<file path="src/rtl/grf_write_arbiter_pkg.sv">
// Shared constants and helpers for the grf write arbiter.
// Holds register-file geometry and pointer wrap arithmetic.
package grf_write_arbiter_pkg;

  localparam int GPR_N      = 32;
  localparam int DATA_W_DEF = 32;
  localparam int ADDR_W_DEF = 5;

  localparam logic [4:0] REG_ZERO = 5'd0;

  function automatic int wrap_inc(
    input int p,
    input int depth
  );
    return (p + 1 >= depth) ? 0 : p + 1;
  endfunction

endpackage

</file>
<file path="src/rtl/grf_write_arbiter_wb_queue.sv">
// In-order {Rd,Data} writeback queue: two pushes and one pop per cycle.
// Per-entry valid bits and Rd fields are exposed for pending tracking.
module grf_write_arbiter_wb_queue
  import grf_write_arbiter_pkg::*;
#(
  parameter int DEPTH  = 4,
  parameter int DATA_W = DATA_W_DEF,
  parameter int ADDR_W = ADDR_W_DEF,
  parameter int CW     = $clog2(DEPTH + 1)
) (
  input  logic                     clk_i,
  input  logic                     rst_i,
  input  logic                     push0_i,
  input  logic [ADDR_W-1:0]        rd0_i,
  input  logic [DATA_W-1:0]        data0_i,
  input  logic                     push1_i,
  input  logic [ADDR_W-1:0]        rd1_i,
  input  logic [DATA_W-1:0]        data1_i,
  input  logic                     pop_i,
  output logic [CW-1:0]            count_o,
  output logic [DEPTH-1:0]         vld_o,
  output logic [DEPTH*ADDR_W-1:0]  rds_o,
  output logic [ADDR_W-1:0]        head_rd_o,
  output logic [DATA_W-1:0]        head_data_o
);

  localparam int PW = (DEPTH > 1) ? $clog2(DEPTH) : 1;

  logic [PW-1:0]     wr_q, wr_d;
  logic [PW-1:0]     rd_q, rd_d;
  logic [PW-1:0]     wr1, wr2, rd1;
  logic [CW-1:0]     cnt_q, cnt_d;
  logic [DEPTH-1:0]  vld_q, vld_d;
  logic [ADDR_W-1:0] rdm_q [DEPTH];
  logic [DATA_W-1:0] dat_q [DEPTH];

  assign wr1 = PW'(wrap_inc(int'(wr_q), DEPTH));
  assign wr2 = PW'(wrap_inc(int'(wr1), DEPTH));
  assign rd1 = PW'(wrap_inc(int'(rd_q), DEPTH));

  always_comb begin
    vld_d = vld_q;
    if (pop_i)   vld_d[rd_q] = 1'b0;
    if (push0_i) vld_d[wr_q] = 1'b1;
    if (push1_i) vld_d[wr1]  = 1'b1;
    rd_d  = pop_i ? rd1 : rd_q;
    wr_d  = push1_i ? wr2 : (push0_i ? wr1 : wr_q);
    cnt_d = cnt_q + CW'(push0_i)
          + CW'(push1_i) - CW'(pop_i);
  end

  always_ff @(posedge clk_i) begin
    if (rst_i) begin
      wr_q  <= '0;
      rd_q  <= '0;
      cnt_q <= '0;
      vld_q <= '0;
    end else begin
      wr_q  <= wr_d;
      rd_q  <= rd_d;
      cnt_q <= cnt_d;
      vld_q <= vld_d;
    end
  end

  // Payload needs no reset: an entry is only observed while its valid bit is set.
  always_ff @(posedge clk_i) begin
    if (push0_i) begin
      rdm_q[wr_q] <= rd0_i;
      dat_q[wr_q] <= data0_i;
    end
    if (push1_i) begin
      rdm_q[wr1] <= rd1_i;
      dat_q[wr1] <= data1_i;
    end
  end

  for (genvar i = 0; i < DEPTH; i++) begin : g_rds
    assign rds_o[i*ADDR_W +: ADDR_W] = rdm_q[i];
  end

  assign count_o     = cnt_q;
  assign vld_o       = vld_q;
  assign head_rd_o   = (cnt_q != '0) ? rdm_q[rd_q] : '0;
  assign head_data_o = (cnt_q != '0) ? dat_q[rd_q] : '0;

endmodule

</file>
<file path="src/rtl/grf_write_arbiter.sv">
// Merges pipeline (A) and mult/div (B) results into the single grf write port.
// A is always enqueued ahead of B; Rd==0 results are accepted and dropped.
module grf_write_arbiter
  import grf_write_arbiter_pkg::*;
#(
  parameter int DEPTH  = 4,
  parameter int DATA_W = DATA_W_DEF,
  parameter int ADDR_W = ADDR_W_DEF
) (
  input  logic              Clk,
  input  logic              Reset,
  input  logic              A_Valid,
  input  logic [ADDR_W-1:0] A_Rd,
  input  logic [DATA_W-1:0] A_Data,
  output logic              A_Ready,
  input  logic              B_Valid,
  input  logic [ADDR_W-1:0] B_Rd,
  input  logic [DATA_W-1:0] B_Data,
  output logic              B_Ready,
  output logic              RegWrite,
  output logic [ADDR_W-1:0] RD,
  output logic [DATA_W-1:0] WData,
  output logic [GPR_N-1:0]  Pending
);

  localparam int CW = $clog2(DEPTH + 1);

  logic [CW-1:0]           count;
  logic [DEPTH-1:0]        vld;
  logic [DEPTH*ADDR_W-1:0] rds;
  logic [ADDR_W-1:0]       head_rd;
  logic [DATA_W-1:0]       head_data;
  logic                    head_vld;
  logic                    a_push, b_push;
  logic                    push0, push1;
  logic [ADDR_W-1:0]       rd0;
  logic [DATA_W-1:0]       data0;
  logic [GPR_N-1:0]        pend;

  // B needs two free slots so a joint A+B transfer can never overflow.
  assign A_Ready = !Reset && (count < CW'(DEPTH));
  assign B_Ready = !Reset && (count < CW'(DEPTH - 1));

  assign a_push = A_Valid && A_Ready
               && (A_Rd != ADDR_W'(REG_ZERO));
  assign b_push = B_Valid && B_Ready
               && (B_Rd != ADDR_W'(REG_ZERO));

  assign push0 = a_push || b_push;
  assign push1 = a_push && b_push;
  assign rd0   = a_push ? A_Rd : B_Rd;
  assign data0 = a_push ? A_Data : B_Data;

  assign head_vld = (count != '0);

  grf_write_arbiter_wb_queue #(
    .DEPTH  (DEPTH),
    .DATA_W (DATA_W),
    .ADDR_W (ADDR_W),
    .CW     (CW)
  ) u_wb_queue (
    .clk_i       (Clk),
    .rst_i       (Reset),
    .push0_i     (push0),
    .rd0_i       (rd0),
    .data0_i     (data0),
    .push1_i     (push1),
    .rd1_i       (B_Rd),
    .data1_i     (B_Data),
    .pop_i       (head_vld),
    .count_o     (count),
    .vld_o       (vld),
    .rds_o       (rds),
    .head_rd_o   (head_rd),
    .head_data_o (head_data)
  );

  always_comb begin
    pend = '0;
    for (int i = 0; i < DEPTH; i++) begin
      if (vld[i])
        pend = pend | (GPR_N'(1) << rds[i*ADDR_W +: ADDR_W]);
    end
    pend[0] = 1'b0;
  end

  // Gating on Reset keeps in-flight entries from reaching the grf at the reset edge.
  assign RegWrite = !Reset && head_vld;
  assign RD       = RegWrite ? head_rd : '0;
  assign WData    = RegWrite ? head_data : '0;
  assign Pending  = Reset ? '0 : pend;

endmodule

</file>
<file path="config.mk">
export PLATFORM = sky130hd
export DESIGN_NAME = grf_write_arbiter
export DESIGN_NICKNAME = d
export VERILOG_FILES = /design/src/rtl/grf_write_arbiter_pkg.sv /design/src/rtl/grf_write_arbiter_wb_queue.sv /design/src/rtl/grf_write_arbiter.sv
export SDC_FILE = /design/constraint.sdc
export NUM_CORES = 1
export LEC_CHECK = 0
export CAP_MARGIN = 25
export CORE_ASPECT_RATIO = 0.5
export CORE_UTILIZATION = 30
export DETAILED_ROUTE_END_ITERATION = 10
export GPL_TIMING_DRIVEN = 0
export PLACE_DENSITY = 0.61
export SYNTH_ARGS = -nofsm -noshare
export SYNTH_HDL_FRONTEND = slang
export SYNTH_SLANG_ARGS = --single-unit
</file>
<file path="constraint.sdc">
create_clock -name Clk -period 5.1 [get_ports Clk]
set_clock_uncertainty 0.05 [all_clocks]
set_input_delay 1.02 -clock Clk [delete_from_list [all_inputs] [get_ports Clk]]
set_output_delay 1.02 -clock Clk [all_outputs]
set_load 0.005 [all_outputs]
</file>
==> results.sh, run 1 <==
export IMPL_grt_use_met1_pct=20.4
export IMPL_grt_max_degree=28
export IMPL_grt_use_met2_pct=30.6
export IMPL_peakVddDrop_mv=0.251
export IMPL_holdPathEnd="u_wb_queue.rd_q[1]"
export IMPL_htree_levels=4
export IMPL_synth_cell_types=42
export IMPL_cap_viol_max_count=0
export IMPL_use_met3_pct=3.22
export IMPL_wl_per_cell_um=20.8
export IMPL_cts_tree="built"
export IMPL_rows=45
export IMPL_first_pass_iters=7
export IMPL_whs_path_depth=2
export IMPL_p_per_area_nw_per_um2=393
export IMPL_cts_root_buf="clkbuf_16"
export IMPL_synth_ff_type="edfxtp_1"
export IMPL_grt_pass1_wl_um=40500
export IMPL_fin_ws_ps=867
export IMPL_cts_sinks=161
export IMPL_dp_slack_ps=819
export IMPL_grt_busiest_layer="met2"
export IMPL_start_util_pct=30.8
export IMPL_die_area_um2=32200
export IMPL_cts_max_path_buffers=2
export IMPL_grt_ovfl_total=0
export IMPL_drt_wl_total_um=27000
export IMPL_yosysWarningCount=0
export IMPL_io_pins=150
export IMPL_gp_congestion=0.890
export IMPL_crit_fanout=10
export IMPL_tns_ps=0
export IMPL_synthCells=692
export IMPL_diodes=0
export IMPL_hold_violations=0
export IMPL_reg2reg_depth=12
export IMPL_place_hpwl_um=18800
export IMPL_r2r_setup_slack_ps=2040
export IMPL_first_global_vias=6797
export IMPL_clock_latency_ps=430
export IMPL_drtIter0Drc=645
export IMPL_synth_edf_count=148
export IMPL_cts_resized_gates=0
export IMPL_synth_avg_cell_area_um2=13.6
export IMPL_dp_cells=1266
export IMPL_cts_made_buffers=17
export IMPL_critPathArrivalTime_ps=3160
export IMPL_placed_cell_area_um2=11500
export IMPL_synth_seq_area_share_pct=49.9
export IMPL_dieHeight_um=127
export IMPL_drive_gt1_share_pct=26.7
export IMPL_rsz0062_at_grt="no"
export IMPL_postCtsHoldBufs=0
export IMPL_min_from="u_wb_queue.rd_q[1]"
export IMPL_layout_common_cells="edfxtp_1 (148), clkdlybuf4s50_1 (147), mux2_2 (123), mux4_2 (37), and2_1 (37)"
export IMPL_final_common_cell="edfxtp_1"
export IMPL_report_final_slew_viol_count=0
export IMPL_min_path_type="reg -> reg"
export IMPL_antenna_found_initial=0
export IMPL_power_mw=4.76
export IMPL_cp_required_ps=4030
export IMPL_design_core_area_um2=30600
export IMPL_finalNonFillerCells=1298
export IMPL_cts_setup_buffers=0
export IMPL_viasPerCell=5.15
export IMPL_syn2layout_area_growth_pct=28.5
export IMPL_timing_rr_end="u_wb_queue.count_o[1]"
export IMPL_async_reset_ff_share_pct=0
export IMPL_r2r_start="u_wb_queue.count_o[2]"
export IMPL_critical_path_class="in -> out"
export IMPL_fmax_ghz=0.236
export IMPL_clkTransAtPathRegs_ps=60
export IMPL_leakagePower_nw=3.94
export IMPL_worstMarginPinSlew_ps=1220
export IMPL_setup_viol=0
export IMPL_synthesis_nets=783
export IMPL_status="completed"
export IMPL_finalInstanceArea_um2=12100
export IMPL_setup_worst_path_start_class="input port"
export IMPL_syn_cell_area_um2=9420
export IMPL_fin_crit_sh_pct=83.0
export IMPL_ys_ff_latch=161
export IMPL_drc=0
export IMPL_portBuffers=147
export IMPL_max_slew_margin_rel_pct=18.3
export IMPL_ant_nets=0
export IMPL_period_needed_ps=4230
export IMPL_via_count=6679
export IMPL_fp_dieW_um=253
export IMPL_end_kind="primary output"
export IMPL_final_nets=953
export IMPL_grt_total_usage_pct=16.8
flip-flops by register name (all words and copies together), names as in the netlist, named ones only:
register	cells
u_wb_queue.wr_q	2
u_wb_queue.rd_q	2
u_wb_queue.count_o	3
u_wb_queue.rdm_q	20
u_wb_queue.dat_q	128
u_wb_queue.vld_o	4
worst max-delay path by stage:
| stage | slack [ps] | cells after the start | to | startpoint |
|---|---|---|---|---|
| after global routing | 700 | 6 | WData[8] | Reset |
| after global placement | 110 | 7 | u_wb_queue.dat_q[0][24] | A_Rd[1] |
| after CTS | 810 | 6 | WData[8] | Reset |
| after floorplan | 1540 | 6 | u_wb_queue.dat_q[3][0] | A_Rd[1] |
| after detailed placement | 820 | 6 | WData[8] | Reset |
| final | 870 | 6 | WData[8] | Reset |
power breakdown:
part           total, mW  internal (mW)  switching (mW)
clock network       1.30          0.768           0.536
registers           1.72           1.65          0.0744
logic               1.73          0.911           0.823
routing by layer:
layer	share of wire, %	routed length (um)	vias up
met5	0	0	-
met4	1.3	341	0
met3	4.6	1230	31
met2	53	14300	187
met1	41	11100	3400
li1	-	-	3061
kinds of logic (layout without fill, tap and decap cells):
family	after synthesis	count (layout)	synth area share (%)
muxes	181	181	26.1
and+or+nand+nor	171	171	10.5
DFF	161	161	49.9
AOI/OAI and AO/OA	104	104	7.69
buffers and inverters	58	241	3.57
adders and majority gates	13	13	1.89
xor gates and xnor gates	3	3	0.359
other	1	1	0.0398
cell usage after synthesis, drive strengths merged (2+ instances only):
library cell	number	share of area, %
and3	8	0.53
xnor2	2	0.27
inv	11	0.44
ha	11	1.5
nand3b	8	0.64
clkbuf	26	1.0
a211oi	3	0.24
and3b	8	0.74
a22oi	32	2.6
mux2	144	17
nor3	6	0.32
a21o	4	0.32
a221oi	13	1.2
and2	37	2.5
dfxtp	13	2.8
o22ai	13	0.86
nor2b	3	0.20
nand3	9	0.48
mux4	37	8.8
fa	2	0.43
or3b	3	0.28
or2	5	0.33
nor2	35	1.4
buf	21	2.1
a222oi	4	0.43
edfxtp	148	47
nand2	31	1.7
nor3b	16	1.3
a21oi	32	1.7
stage by stage:
| step | util (%) | hold slack, ps |
|---|---|---|
| 2_1_floorplan | - | 444 |
| 3_3_place_gp | 37.4 | 476 |
| 3_5_place_dp | 37.7 | 484 |
| 4_1_cts | 39.6 | 496 |
| 5_1_grt | 39.6 | 551 |
| 6_report | 39.6 | 494 |
worst max-delay path, stage by stage:
cell and delay [ps]:
clkbuf_1 190, nor2_1 300, clkbuf_1 490, clkbuf_1 420, and2_1 230, clkdlybuf4s50_1 510
area by class of cell:
cell class                 count  area, um^2
multi-input combinational    473        4390
sequential                   161        4700
buffer                        47         295
fill                        2895       18500
clock inverter                14         163
clock buffer                  18         429
inverter                      11        41.3
tap                          423         529
timing repair buffer         151        1550
No activity file was read; power rests on OpenSTA's default activity.
==> run 2, diff against run 1 <==
PLACE_DENSITY = 0.63   (was 0.61)
clock period = 3.7 ns   (was 5.1 ns; I/O delays follow)
==> run 2 against run 1 <==
Against the previous run:
- design area is essentially flat
- largest power group unchanged
- total power grew 37%
- clock power grew 33%
- sequential power grew 38%
- sequential share of layout area is essentially flat
- utilization is essentially flat
- worst setup slack lost 690 ps
- critical path depth shrank 2
- combinational power grew 39%
- die area is the same
==> results.sh, run 2 (synthesis gave the netlist of run 1 again) <==
export IMPL_status="completed"
export IMPL_diodes=0
export IMPL_htree_levels=4
export IMPL_placed_cell_area_um2=11500
export IMPL_finalInstanceArea_um2=12100
export IMPL_first_global_vias=6765
export IMPL_fmax_ghz=0.284
export IMPL_power_mw=6.51
export IMPL_design_core_area_um2=30600
export IMPL_final_common_cell="edfxtp_1"
export IMPL_dieHeight_um=127
export IMPL_via_count=6776
export IMPL_die_area_um2=32200
export IMPL_grt_use_met1_pct=20.0
export IMPL_ant_nets=0
export IMPL_period_needed_ps=3520
export IMPL_min_path_type="reg -> reg"
export IMPL_first_pass_iters=5
export IMPL_p_per_area_nw_per_um2=537
export IMPL_use_met3_pct=3.59
export IMPL_grt_pass1_wl_um=40900
export IMPL_start_util_pct=30.8
export IMPL_cts_made_buffers=17
export IMPL_drc=0
export IMPL_r2r_setup_slack_ps=600
export IMPL_cts_setup_buffers=0
export IMPL_viasPerCell=5.22
export IMPL_tns_ps=0
export IMPL_syn2layout_area_growth_pct=28.5
export IMPL_drt_wl_total_um=27500
export IMPL_report_final_slew_viol_count=0
export IMPL_clock_latency_ps=430
export IMPL_portBuffers=147
export IMPL_crit_fanout=8
export IMPL_regMostFlops="u_wb_queue.dat_q"
export IMPL_setup_viol=0
export IMPL_drive_gt1_share_pct=27.9
export IMPL_cts_root_buf="clkbuf_16"
export IMPL_worstSetupStartpoint="u_wb_queue.rdm_q[3][3]"
export IMPL_grt_total_usage_pct=17.1
export IMPL_grt_ovfl_total=0
export IMPL_cp_required_ps=2910
export IMPL_worstMarginPinSlew_ps=980
export IMPL_critical_path_class="reg -> out"
export IMPL_setup_worst_path_start_class="flip-flop"
export IMPL_postCtsHoldBufs=0
export IMPL_largest_reg_flops=128
export IMPL_leakagePower_nw=3.97
export IMPL_r2r_start="u_wb_queue.count_o[2]"
export IMPL_place_hpwl_um=19100
export IMPL_cts_tree="built"
export IMPL_gp_congestion=0.864
export IMPL_rsz0062_at_grt="no"
export IMPL_io_pins=150
export IMPL_cts_sinks=161
export IMPL_grt_use_met2_pct=31.4
export IMPL_end_kind="primary output"
export IMPL_drtIter0Drc=575
export IMPL_fillers=2855
export IMPL_clkTransAtPathRegs_ps=70
export IMPL_hold_violations=0
export IMPL_layout_common_cells="edfxtp_1 (148), clkdlybuf4s50_1 (147), mux2_2 (123), mux4_2 (37), and2_1 (37)"
export IMPL_wl_per_cell_um=21.1
export IMPL_rows=45
export IMPL_max_slew_margin_rel_pct=34.5
export IMPL_antenna_found_initial=0
export IMPL_fin_crit_sh_pct=95.2
export IMPL_peakVddDrop_mv=0.405
export IMPL_final_nets=954
export IMPL_critPathArrivalTime_ps=2730
export IMPL_min_from="u_wb_queue.rd_q[1]"
export IMPL_grt_max_degree=29
export IMPL_cts_max_path_buffers=2
export IMPL_fp_dieW_um=253
export IMPL_grt_busiest_layer="met2"
export IMPL_cap_viol_max_count=0
==> run 2: cell types whose count changed in the layout (fill, tap and decap cells not counted) <==
cell | previous run | this run
clkbuf_1 | 27 | 22
clkbuf_2 | 0 | 5
inv_8 | 0 | 5
clkinv_1 | 4 | 0
bufinv_16 | 3 | 1
clkinv_2 | 0 | 2
buf_12 | 4 | 3
buf_16 | 0 | 1
buf_2 | 5 | 6
clkinv_4 | 1 | 0
clkinvlp_4 | 3 | 2
inv_6 | 3 | 4
==> run 2: path summary, 6_finish.rpt <==
path / to / cells past startpoint
setup / recovery: Pending[2] / 4
hold / removal: flip-flop / 2
setup reg to reg: u_wb_queue.count_o[1] / 12
hold reg to reg: flip-flop / 2
==> run 2: cell type report <==
type / instances / area [um^2] / share of cell area [%]
flip-flops and latches: 161 / 4700 / 38.9
plain buffers: 47 / 302 / 2.49
clock inverters: 14 / 146 / 1.21
clock buffers: 18 / 429 / 3.55
repair buffers: 152 / 1560 / 12.9
multi-input cells: 473 / 4390 / 36.3
inverters: 11 / 41.3 / 0.341
well taps: 423 / 529 / 4.37
==> run 2: report_power, final <==
part           internal [mW]  switching [mW]
clock network          0.953           0.774
registers               2.27           0.106
logic                   1.26            1.14
==> run 2: metrics by stage <==
stage | instances | hold WS (ps) | setup slack [ps] | util, %
finish | 1299 | 500 | 179 | 39.6
global route | 1299 | 549 | 17.6 | 39.6
CTS | 1299 | 508 | 120 | 39.6
detailed placement | 1267 | 494 | -196 | 37.7
global placement | 1262 | 469 | -1070 | 37.4
floorplan | 692 | 444 | 417 | -
==> run 2: layer usage <==
metal	wire, um	vias up	part of all wire [%]
met5	0	-	0
met4	450	0	1.6
met3	1440	43	5.2
met2	14500	240	53
met1	11100	3424	40
li1	-	3069	-
==> run 2: critical path: stages, from the launching register on <==
cell and delay, ps:
edfxtp_1 470, nor3b_1 840, a22oi_1 220, a21oi_1 210, clkdlybuf4s50_1 560
==> run 2: repair_timing <==
item	4_1_cts	5_1_grt
resized for setup	4	2
gates cloned	0	0
endpoints found under the setup margin	30	4
